[config.mk]
export PLATFORM = sky130hd
export DESIGN_NAME = fetch_unit
export DESIGN_NICKNAME = d
export VERILOG_FILES = /design/src/rtl/isa_pkg.sv /design/src/rtl/branch_cond.sv /design/src/rtl/fetch_unit.sv
export SDC_FILE = /design/constraint.sdc
export NUM_CORES = 1
export LEC_CHECK = 0
export CORE_MARGIN = 5
export CORE_UTILIZATION = 40
export CTS_CLUSTER_DIAMETER = 50
export CTS_CLUSTER_SIZE = 30
export DETAILED_ROUTE_END_ITERATION = 8
export PLACE_DENSITY = 0.76
export RECOVER_POWER = 100
export SLEW_MARGIN = 20
export SYNTH_ARGS = -nofsm -noshare
export SYNTH_HDL_FRONTEND = slang
export SYNTH_SLANG_ARGS = --single-unit
[constraint.sdc]
create_clock -name clk -period 4.01 [get_ports clk]
set_input_delay 0.802 -clock clk [delete_from_list [all_inputs] [get_ports clk]]
set_output_delay 0.802 -clock clk [all_outputs]
set_load 0.02 [all_outputs]
[src/rtl/isa_pkg.sv]
// Shared ISA definitions for the 16-bit core: opcodes, branch condition codes
// and the fetch-stage state encoding.
package isa_pkg;

  localparam int INSTR_W = 16;

  localparam logic [3:0] OP_ADD = 4'h0;
  localparam logic [3:0] OP_SUB = 4'h1;
  localparam logic [3:0] OP_AND = 4'h2;
  localparam logic [3:0] OP_OR  = 4'h3;
  localparam logic [3:0] OP_XOR = 4'h4;
  localparam logic [3:0] OP_NOT = 4'h5;
  localparam logic [3:0] OP_SLA = 4'h6;
  localparam logic [3:0] OP_SRA = 4'h7;
  localparam logic [3:0] OP_LI  = 4'h8;
  localparam logic [3:0] OP_LUI = 4'h9;
  localparam logic [3:0] OP_LW  = 4'hA;
  localparam logic [3:0] OP_SW  = 4'hB;
  localparam logic [3:0] OP_B   = 4'hC;
  localparam logic [3:0] OP_JAL = 4'hD;
  localparam logic [3:0] OP_JR  = 4'hE;
  localparam logic [3:0] OP_HLT = 4'hF;

  localparam logic [2:0] CC_NE  = 3'b000;
  localparam logic [2:0] CC_EQ  = 3'b001;
  localparam logic [2:0] CC_GT  = 3'b010;
  localparam logic [2:0] CC_LT  = 3'b011;
  localparam logic [2:0] CC_GTE = 3'b100;
  localparam logic [2:0] CC_LTE = 3'b101;
  localparam logic [2:0] CC_OV  = 3'b110;
  localparam logic [2:0] CC_UN  = 3'b111;

  typedef enum logic [1:0] {
    S_FETCH = 2'd0,
    S_EXEC  = 2'd1,
    S_HALT  = 2'd2
  } fetch_state_e;

endpackage

[src/rtl/branch_cond.sv]
// Branch condition evaluator: maps a 3-bit condition code and the Z/N/V flags
// to a taken decision. Purely combinational.
module branch_cond
  import isa_pkg::*;
(
  input  logic [2:0] i_ccc,
  input  logic       i_flag_z,
  input  logic       i_flag_n,
  input  logic       i_flag_v,
  output logic       o_taken
);

  always_comb begin
    o_taken = 1'b0;
    case (i_ccc)
      CC_NE:   o_taken = !i_flag_z;
      CC_EQ:   o_taken = i_flag_z;
      CC_GT:   o_taken = !i_flag_z && !i_flag_n;
      CC_LT:   o_taken = i_flag_n;
      CC_GTE:  o_taken = i_flag_z || (!i_flag_z && !i_flag_n);
      CC_LTE:  o_taken = i_flag_n || i_flag_z;
      CC_OV:   o_taken = i_flag_v;
      default: o_taken = 1'b1;
    endcase
  end

endmodule

[src/rtl/fetch_unit.sv]
// Instruction fetch and PC sequencing: owns the PC, runs the instruction-memory
// read, holds the live instruction and resolves B/JAL/JR/HLT next-PC.
module fetch_unit
  import isa_pkg::*;
#(
  parameter int                PC_W     = 16,
  parameter logic [PC_W-1:0]   RESET_PC = 16'h0000
) (
  input  logic               clk,
  input  logic               rst_n,
  output logic               im_rd_en,
  output logic [PC_W-1:0]    im_addr,
  input  logic [INSTR_W-1:0] im_rdata,
  input  logic               im_rdy,
  output logic [INSTR_W-1:0] instr,
  output logic [3:0]         opcode,
  output logic               instr_valid,
  output logic [PC_W-1:0]    pc,
  output logic [PC_W-1:0]    pc_plus2,
  input  logic               flag_z,
  input  logic               flag_v,
  input  logic               flag_n,
  input  logic [PC_W-1:0]    jr_target,
  input  logic               ex_stall,
  output logic               branch_taken,
  output logic               halted,
  output fetch_state_e       o_dbg_state
);

  fetch_state_e      r_state;
  logic [PC_W-1:0]   r_pc;
  logic [INSTR_W-1:0] r_instr;

  logic [PC_W-1:0]   w_pc_plus2;
  logic [PC_W-1:0]   w_b_off;
  logic [PC_W-1:0]   w_j_off;
  logic [PC_W-1:0]   w_next_pc;
  logic              w_redirect;
  logic              w_cond_taken;
  logic              w_commit;

  // Memory handshake: im_rd_en is a level request held for every S_FETCH cycle
  // with im_addr stable; the cycle im_rdy is seen high completes the read and
  // im_rdata is captured on that edge. im_rdy in any other state is ignored.
  assign im_rd_en     = (r_state == S_FETCH) && rst_n;
  assign im_addr      = r_pc;
  assign instr        = r_instr;
  assign opcode       = r_instr[15:12];
  assign instr_valid  = (r_state == S_EXEC);
  assign halted       = (r_state == S_HALT);
  assign pc           = r_pc;
  assign pc_plus2     = w_pc_plus2;
  assign o_dbg_state  = r_state;

  assign w_pc_plus2 = r_pc + PC_W'(2);
  assign w_b_off    = {{(PC_W-10){r_instr[8]}}, r_instr[8:0], 1'b0};
  assign w_j_off    = {{(PC_W-13){r_instr[11]}}, r_instr[11:0], 1'b0};

  branch_cond u_branch_cond (
    .i_ccc    (r_instr[11:9]),
    .i_flag_z (flag_z),
    .i_flag_n (flag_n),
    .i_flag_v (flag_v),
    .o_taken  (w_cond_taken)
  );

  always_comb begin
    w_next_pc  = w_pc_plus2;
    w_redirect = 1'b0;
    case (r_instr[15:12])
      OP_B: begin
        w_redirect = w_cond_taken;
        if (w_cond_taken) w_next_pc = w_pc_plus2 + w_b_off;
      end
      OP_JAL: begin
        w_redirect = 1'b1;
        w_next_pc  = w_pc_plus2 + w_j_off;
      end
      OP_JR: begin
        w_redirect = 1'b1;
        w_next_pc  = jr_target & ~PC_W'(1);
      end
      default: ;
    endcase
  end

  // Flags and jr_target only matter in the last exec cycle, when the stall drops.
  assign w_commit     = (r_state == S_EXEC) && !ex_stall;
  assign branch_taken = w_commit && w_redirect;

  always_ff @(posedge clk or negedge rst_n) begin
    if (!rst_n) begin
      r_state <= S_FETCH;
      r_pc    <= RESET_PC;
      r_instr <= '0;
    end else begin
      case (r_state)
        S_FETCH: begin
          if (im_rdy) begin
            r_instr <= im_rdata;
            r_state <= S_EXEC;
          end
        end
        S_EXEC: begin
          if (w_commit) begin
            if (r_instr[15:12] == OP_HLT) begin
              r_state <= S_HALT;
            end else begin
              r_pc    <= w_next_pc;
              r_state <= S_FETCH;
            end
          end
        end
        S_HALT:  r_state <= S_HALT;
        default: r_state <= S_FETCH;
      endcase
    end
  end

endmodule

**Yosys cells after proc, flatten, opt, wreduce, memory -nomap -nowiden**

Index checks and enable logic that the tools add are counted.

- Register bits: 34
- Input bits: 39
- Output and inout bits: 74
- Logic and storage cells: 44

- $add $sub $neg: 3
- Eq/ne operators: 14
- Muxes and demuxes: 8
- Bitwise operators: 1
- Reduce and logical (&&, ||, !) cells: 15

Operators with widths:

| cell | number |
|---|---|
| $pmux W16 S3 | 1 |
| $add A16 B16 Y16 | 2 |
| $add A16 B2 Y16 const B | 1 |
| $eq A4 B4 Y1 const B | 4 |
| $mux W16 | 1 |
| $eq A3 B3 Y1 const B | 3 |
| $pmux W1 S7 | 1 |
| $eq A3 B2 Y1 const B | 2 |
| $mux W2 | 3 |
| $pmux W2 S3 | 1 |
| $logic_and A1 B1 Y1 | 4 |
| $reduce_and A2 Y1 | 2 |
| $eq A3 B1 Y1 const B | 1 |
| $logic_not A1 Y1 | 3 |
| $logic_not A3 Y1 | 1 |
| $reduce_and A3 Y1 | 1 |
| $eq A2 B1 Y1 const B | 1 |
| $eq A2 B2 Y1 const B | 1 |
| $logic_not A2 Y1 | 1 |
| $logic_or A1 B1 Y1 | 2 |
| $ne A2 B1 Y1 const B | 1 |
| $ne A2 B2 Y1 const B | 1 |
| $pmux W1 S2 | 1 |
| $reduce_or A2 Y1 | 1 |
| $not A1 Y1 | 1 |

**Longest topological paths before layout**

- Depth after elaboration: 6
- Gate-level depth with buffers: 14
- Depth with buffers taken out: 14

**Modules after synthesis**

Synthesis repeated with hierarchy kept, for this count alone.

- Cells, all modules: 355
- Area, all modules: 3047.9 um^2

By module, submodules not included:

| module | instances | cells an instance | area an instance (um^2) | seq. area each (um^2) |
|---|---|---|---|---|
| fetch_unit | 1 | 347 | 2980.4 | 825.8 |
| branch_cond | 1 | 8 | 67.6 | 0.0 |

**Worst setup path after synthesis**

OpenSTA, ideal clock, no wires.

- Path kind: reg2reg
- From: register r_pc[3], in the netlist im_addr[3]
- To: register r_pc[15], in the netlist im_addr[15]
- Library setup time: 0.125 ns
- Arrival: 3.254 ns
- Required time: 3.885 ns
- Slack: 0.631 ns
- Stages on the path, launching flop included: 15
- Path buffers: 2
- Period minus slack after synthesis: 3.379 ns
- Path through: dfrtp_1 buf_4 and4_1 nand2_1 nor2_1 xor2_1 ha_1 clkbuf_1 a21o_1 a21o_1 a221o_1 a41o_2 xnor2_1 o32a_1 o21ai_2

- Cells in the longest elaborated chain, start to end: 4
- Elaborated cells between the ends (all ways): 5
- Those cells by class: 3 x add/sub; 2 x mux

RTL lines:

| what | line | RTL |
|---|---|---|
| start: declaration | fetch_unit.sv:31 | `logic [PC_W-1:0] r_pc;` |
| start signal: assignment | fetch_unit.sv:109 | `r_pc <= w_next_pc;` |
| $add A16 B2 Y16 * | fetch_unit.sv:55 | `assign w_pc_plus2 = r_pc + PC_W'(2);` |
| named net pc_plus2[10] | fetch_unit.sv:19 | `output logic [PC_W-1:0] pc_plus2,` |
| $add A16 B16 Y16 | fetch_unit.sv:73 | `if (w_cond_taken) w_next_pc = w_pc_plus2 + w_b_off;` |
| $mux W16 | fetch_unit.sv:73 |  |
| $pmux W16 S3 * | fetch_unit.sv:70 | `case (r_instr[15:12])` |

The timed path passes the listed nets; every way through them passes the cells marked *.
A chain may end at the register's enable or synchronous reset.

**Worst setup path in the final report**

- From: input port flag_n
- To: output port branch_taken

- Cells in the longest elaborated chain, start to end: 6
- Elaborated cells between the ends (all ways): 7
- Those cells by class: 2 x mux; 5 x reduce/logical

RTL lines:

| what | line | RTL |
|---|---|---|
| start: declaration | fetch_unit.sv:22 | `input logic flag_n,` |
| $logic_not A1 Y1 | branch_cond.sv:18, branch_cond.sv:20 |  |
| $logic_and A1 B1 Y1 | branch_cond.sv:18, branch_cond.sv:20 |  |
| $logic_or A1 B1 Y1 | branch_cond.sv:20 | `CC_GTE: o_taken = i_flag_z \|\| (!i_flag_z && !i_flag_n);` |
| $pmux W1 S7 * | branch_cond.sv:15 | `case (i_ccc)` |
| $pmux W1 S2 * | fetch_unit.sv:70 |  |
| $logic_and A1 B1 Y1 * | fetch_unit.sv:89 | `assign branch_taken = w_commit && w_redirect;` |
| end: declaration | fetch_unit.sv:25 | `output logic branch_taken,` |

Mark *: on every way between the ends. The rest lies on a longest branch, timed or not.

==> results.py <==
metrics = {
    "timing": {
        "holdWs_ns": 0.5450,
        "final-setup-viol-count": 0,
        "min_period_over_period": 0.9586,
        "hold_viol": 0,
        "max_freq_ghz": 0.2601,
        "rsz0062_at_grt": "no",
        "finalSetupTns_ns": 0,
        "worst_pin_slew_ns": 1.893,
        "slew_viol_final": 34,
        "min_period_ns": 3.844,
        "max-slew-margin-rel": -0.2622,
        "skew_ns": 0.006982,
    },
    "floorplanning": {
        "placementRows": 32,
        "die_w_um": 98.49,
        "start_util": 0.4074,
        "ioPinCount": 113,
        "core_sq_um": 7687,
        "die_h_um": 98.49,
        "die_area_sq_um": 9699,
    },
    "run_status": {
        "failed_checks": "capacitance limit, slew limit",
        "outcome": "finished, violations left",
    },
    "logic_synthesis": {
        "synth.distinct_cells": 68,
        "synthArstFlopShare": 1.000,
        "postSynthAreaPerCell_sq_um": 8.974,
        "synth_area_sq_um": 3132,
        "synth_ff_type": "dfrtp_1",
        "yosysSeqAreaShare": 0.2637,
        "yosys_warnings": 0,
        "synthesis.instances": 349,
        "synth-seq-cells": 33,
        "synth_edf_count": 0,
    },
    "drt": {
        "wl_per_cell_um": 17.43,
        "firstDrtPassIters": 5,
        "vias": 3033,
        "avgViaCountPerCell": 5.617,
        "drc": 0,
        "routed_wl_mm": 9.410,
        "drtIter0Drc": 137,
        "detail-route-antenna-nets": 0,
    },
    "final_layout": {
        "instances_no_fill": 540,
        "n_antenna_cell": 0,
        "multi_input_area_sq_um": 2011,
        "drive_above_1_share": 0.07991,
        "area_growth_pct": 35.72,
        "fin_nets": 500,
        "fill_cells": 716,
        "fin_area_sq_um": 4250,
        "ff_latch_area_sq_um": 825.8,
    },
    "clocking": {
        "htree_levels": 2,
        "cts_buffers": 5,
        "cts.repair.resized": 0,
        "cts.hold.buffers_added": 0,
        "clock_latency_ns": 0.29,
        "cts_setup_buffers": 0,
        "cts_buffer_depth": 2,
        "clock-root-buffer": "clkbuf_8",
        "tritoncts": "yes",
        "clkTransAtPathRegs_ns": 0.08,
        "cts.sinks": 33,
    },
    "global_routing": {
        "grt_pass1_vias": 2996,
        "grt_max_degree": 34,
        "overflow": 0,
        "grt_use_total": 0.1901,
        "grt_pass1_wl_mm": 15.18,
        "grt_antenna_before_repair": 0,
    },
    "pwr": {
        "peakVddDrop_mv": 0.5513,
        "netSwitchingPower_mw": 2.148,
        "comb_power_share": 0.723,
        "powerDensity_nw_per_um2": 1002,
        "internal-power_mw": 2.112,
        "p_leak_nw": 1.740,
        "p_clk_frac": 0.092,
        "seq_power_share": 0.185,
        "switching_share": 0.5042,
    },
    "worst_setup_path": {
        "path_buf_inv": 2,
        "cp-start-kind": "primary input",
        "worst_path_max_delay_cell": "dlygate4sd3_1",
        "worst-setup-path-type": "in -> out",
        "crit_fanout": 4,
        "crit_family": "buffers and inverters",
        "crit_path_cell_trace": "dlygate4sd3_1 > or3b_1 > a311oi_1 > a21oi_1 > o31ai_4 > nor2_1 > clkdlybuf4s50_1",
        "crit_required_ns": 3.21,
        "cp-end-kind": "output pin",
        "worstPathArrival_ns": 3.04,
        "cpPeakStageDelay_ns": 0.59,
    },
    "placed_design": {
        "dp.cells": 532,
        "dpl-instance-area_sq_um": 4153,
        "gp_congestion": 0.8832,
        "dp_hpwl_mm": 7.336,
        "port_buffers": 108,
    },
    "flow_run": {
        "maxCapViolations": 1,
    },
    "hold_path": {
        "holdCritPathClass": "reg -> reg",
    },
}
## per-layer routing
layer,part of all wire,global-route usage,vias to the layer above
li1,-,-,1451
met1,0.43,0.2465,1438
met2,0.48,0.3162,130
met3,0.078,0.04600,14
met4,0.015,0.05357,0
met5,0,0,-
## cells in the final DEF (no fill, tap or decap), drive strengths merged, types with 4 or more instances in the layout
cell type and count:
clkdlybuf4s50 35, a211oi 5, nand4 6, dlygate4sd3 73
nand2 33, o21ai 16, and3 5, inv 10
a21oi 26, a311oi 4, o31ai 5, a222oi 6
nand3 6, dfrtp 33, nand2b 5, ha 23
nor2b 4, xnor2 18, a21o 9, o32a 4
nor2 18, xor2 12, clkbuf 8, mux2 16
## power groups by stage
stage	Clock, mW	Combinational, mW	Sequential (mW)
2_1_floorplan	0	2.12	0.890
3_3_place_gp	0	3.16	0.794
3_5_place_dp	0	3.21	0.809
4_1_cts	0.394	3.23	0.802
5_1_grt	0.414	3.35	0.829
6_report	0.390	3.08	0.789
## final cells by class
type                    instances  area share
repair buffers                114      0.2623
multi-input cells             274      0.4731
clock inverters                 3     0.01619
well taps                     102     0.03003
clock buffers                   5     0.01619
flip-flops and latches         33      0.1943
inverters                       9    0.007948
## synthesized netlist by cell type (3+ instances only)
library cell	instances	share of area
dfrtp_1	33	0.26
nand2_1	33	0.040
a21oi_1	24	0.038
buf_4	24	0.058
ha_1	23	0.092
nor2_1	18	0.022
xnor2_1	18	0.050
mux2_2	16	0.058
xor2_1	12	0.034
o21ai_0	11	0.018
inv_1	9	0.011
a21o_1	8	0.019
a222oi_1	6	0.019
clkbuf_1	6	0.0072
nand3_1	6	0.0096
a211oi_1	5	0.012
nand2b_1	5	0.010
a311oi_1	4	0.011
and3_1	4	0.0080
nand4_1	4	0.0080
nor2b_1	4	0.0080
o21ai_1	4	0.0064
o31ai_1	4	0.0096
o32a_1	4	0.013
a221oi_1	3	0.0084
and4_1	3	0.0084
buf_6	3	0.011
nor3_1	3	0.0048
o21a_1	3	0.0072
o22ai_1	3	0.0060
## final timing paths
check	start	to	slack, ns	depth (start not counted)
min in group asynchronous	rst_n	instr[0]	1.60	2
hold / removal	instr[5]	instr[5]	0.55	1
setup / recovery	flag_n	branch_taken	0.17	7
hold reg to reg	instr[5]	instr[5]	0.55	1
setup reg to reg	im_addr[1]	im_addr[15]	0.37	12
max in group asynchronous	rst_n	im_addr[12]	1.32	2
## state kept, by name, indices dropped and copies added (netlist names)
name         cells
o_dbg_state      2
instr           16
im_addr         15
## per-stage QoR
step,power (mW),utilization,setup slack (ns)
finish,4.259,0.5529,0.1660
global route,4.593,0.5529,0.08965
CTS,4.428,0.5581,0.2557
detailed placement,4.019,0.5402,0.2670
global placement,3.952,0.5402,0.3174
floorplan,3.015,-,0.6309
## kinds of logic after synthesis
group | Yosys count | synth area share
and+or+nand+nor | 99 | 0.1710
buffers and inverters | 44 | 0.08909
DFF | 33 | 0.2637
adders and majority gates | 24 | 0.09828
other | 1 | 0.001197
muxes | 17 | 0.06073
AOI/OAI and AO/OA | 101 | 0.2321
xor gates and xnor gates | 30 | 0.08390
No activity file was read; power rests on OpenSTA's default activity.
==> RTL change, RTL diff (same settings) <==
Set the parameter `PC_W` to 20 (it was 16).
--- a/src/rtl/fetch_unit.sv
+++ b/src/rtl/fetch_unit.sv
@@ -4,5 +4,5 @@
   import isa_pkg::*;
 #(
-  parameter int                PC_W     = 16,
+  parameter int                PC_W     = 20,
   parameter logic [PC_W-1:0]   RESET_PC = 16'h0000
 ) (
Interface: changed (resized im_addr, jr_target, pc and pc_plus2); port bits go from 113 to 129. The function was not compared with the original's and may differ.
==> RTL change against the unedited design <==
- the flow still finishes with violations (max-capacitance violations, max-slew violations)
- count of clock-buffer cells in the layout unchanged
- cell area increased by 21%
- synthesized area increased by 19%
- register-to-register slack got worse by 140 ps
- sequential cell count increased by 4
- worst setup slack about the same
- total power increased by 19%
- wire length increased by 29%
- global-route usage increased by 1.9 points
- highest routed layer unchanged
==> RTL change: results <==
export IMPL_worst_path_max_fanout=3
export IMPL_worst_r2r_path_depth=15
export IMPL_grt_util_met1_pct=28.7
export IMPL_r2r_end="im_addr[19]"
export IMPL_replace_congestion=0.902
export IMPL_finish_net_count=623
export IMPL_detailed_place_hpwl_mm=9.54
export IMPL_syn_mean_instance_area_um2=8.44
export IMPL_yosys_top_cells_area="sky130_fd_sc_hd__dfrtp_1, sky130_fd_sc_hd__ha_1, sky130_fd_sc_hd__xnor2_1, sky130_fd_sc_hd__buf_4, sky130_fd_sc_hd__mux2_2"
export IMPL_num_vias=3823
export IMPL_placedCellCount=655
export IMPL_number_of_drc_violations_after_detailed_routing_iteration_0=364
export IMPL_globalRouteTotalUtil_pct=20.9
export IMPL_post_route_cells_drive_above_1_share_pct=8.70
export IMPL_wire_length_of_the_first_global_routing_pass_mm=18.9
export IMPL_worst_min_delay_path_startpoint="instr[2]"
export IMPL_postRouteWirelength_mm=12.1
export IMPL_grtUsageMet2_pct=32.8
export IMPL_outcome="finished, violations left"
export IMPL_pin_count_of_the_biggest_net_entering_global_routing=38
export IMPL_max_cap_viol_count=1
export IMPL_min_path_cells=1
export IMPL_via_count_of_the_first_global_routing_pass=3618
export IMPL_synth_distinct_cells=64
export IMPL_violations="max-capacitance violations, max-slew violations"
export IMPL_cp_slowest_stage_delay_ps=690
export IMPL_regToRegSetupSlack_ps=230
export IMPL_place_port_buffers=124
export IMPL_clock_tree_htree_level_count=2
export IMPL_worstSkewPairLatency_ps=310
export IMPL_pre_cts_slack_ps=183
export IMPL_ys_top_cells_by_count="sky130_fd_sc_hd__nand2_1, sky130_fd_sc_hd__dfrtp_1, sky130_fd_sc_hd__nor2_1, sky130_fd_sc_hd__ha_1, sky130_fd_sc_hd__a21oi_1"
export IMPL_synth_yosys_seq_area_share_pct=24.8
export IMPL_largest_register_ff_count=19
export IMPL_max_slew_violation_total_from_the_final_report=38
export IMPL_max_slew_worst_pin_slew_ps=2080
[RTL change: changes by cell type after synthesis, sizes merged, moves of 6 or more]
cell    before  now
clkbuf       6   14
o21ai       16   25
a21o         9   15
a22oi        1    7
a31oi        2   12
nor2        18   34
[RTL change: how the worst max path moves through the flow]
stage | start | to | slack, ps | depth (start not counted)
global placement | im_addr[1] | im_addr[19] | 270 | 15
floorplan | im_addr[3] | im_addr[19] | 150 | 13
global route | im_addr[3] | im_addr[19] | 20 | 14
finish | flag_z | branch_taken | 170 | 8
CTS | im_addr[1] | im_addr[17] | 120 | 13
detailed placement | im_addr[1] | im_addr[19] | 180 | 15
[RTL change: critical path: cells and delay by family]
kind | cells | cell delay (ps)
buffers and inverters | 2 | 1120
AND/OR/NAND/NOR | 3 | 370
AO/OA/AOI/OAI | 3 | 760
[RTL change: layer usage]
layer  routed length (um)  share of wire (%)
met1                 5410                 45
met2                 5600                 46
met3                  895                7.4
met4                  232                1.9
met5                    0                  0
[RTL change: report_power, final]
group          switching, mW  internal [mW]  leakage (nW)
clock                  0.157          0.251        0.0687
sequential             0.270          0.527         0.427
combinational           2.21           1.67          1.59
[RTL change: through the flow]
| stage | hold slack (ps) | cell area, um^2 |
|---|---|---|
| 2_1_floorplan | 506 | 3740 |
| 3_3_place_gp | 537 | 5000 |
| 3_5_place_dp | 557 | 5000 |
| 4_1_cts | 579 | 5140 |
| 5_1_grt | 575 | 5130 |
| 6_report | 558 | 5130 |
[RTL change: logic make-up after synthesis]
kind of cell	Yosys count	synth area share, %
flip-flops	37	24.8
adder cells (fa/ha/maj)	29	9.93
other	1	0.101
multiplexers	18	5.33
XOR/XNOR	39	9.36
AND/OR/NAND/NOR	132	18.1
AO/OA/AOI/OAI	135	24.5
buffers and inverters	51	7.88
[RTL change: final cells by class]
class | instances | area (um^2)
Clock buffer | 5 | 68.8
Multi-Input combinational cell | 356 | 2530
Clock inverter | 3 | 68.8
Sequential cell | 37 | 926
Inverter | 7 | 26.3
Tap cell | 111 | 139
Fill cell | 834 | 4020
Timing Repair Buffer | 144 | 1370
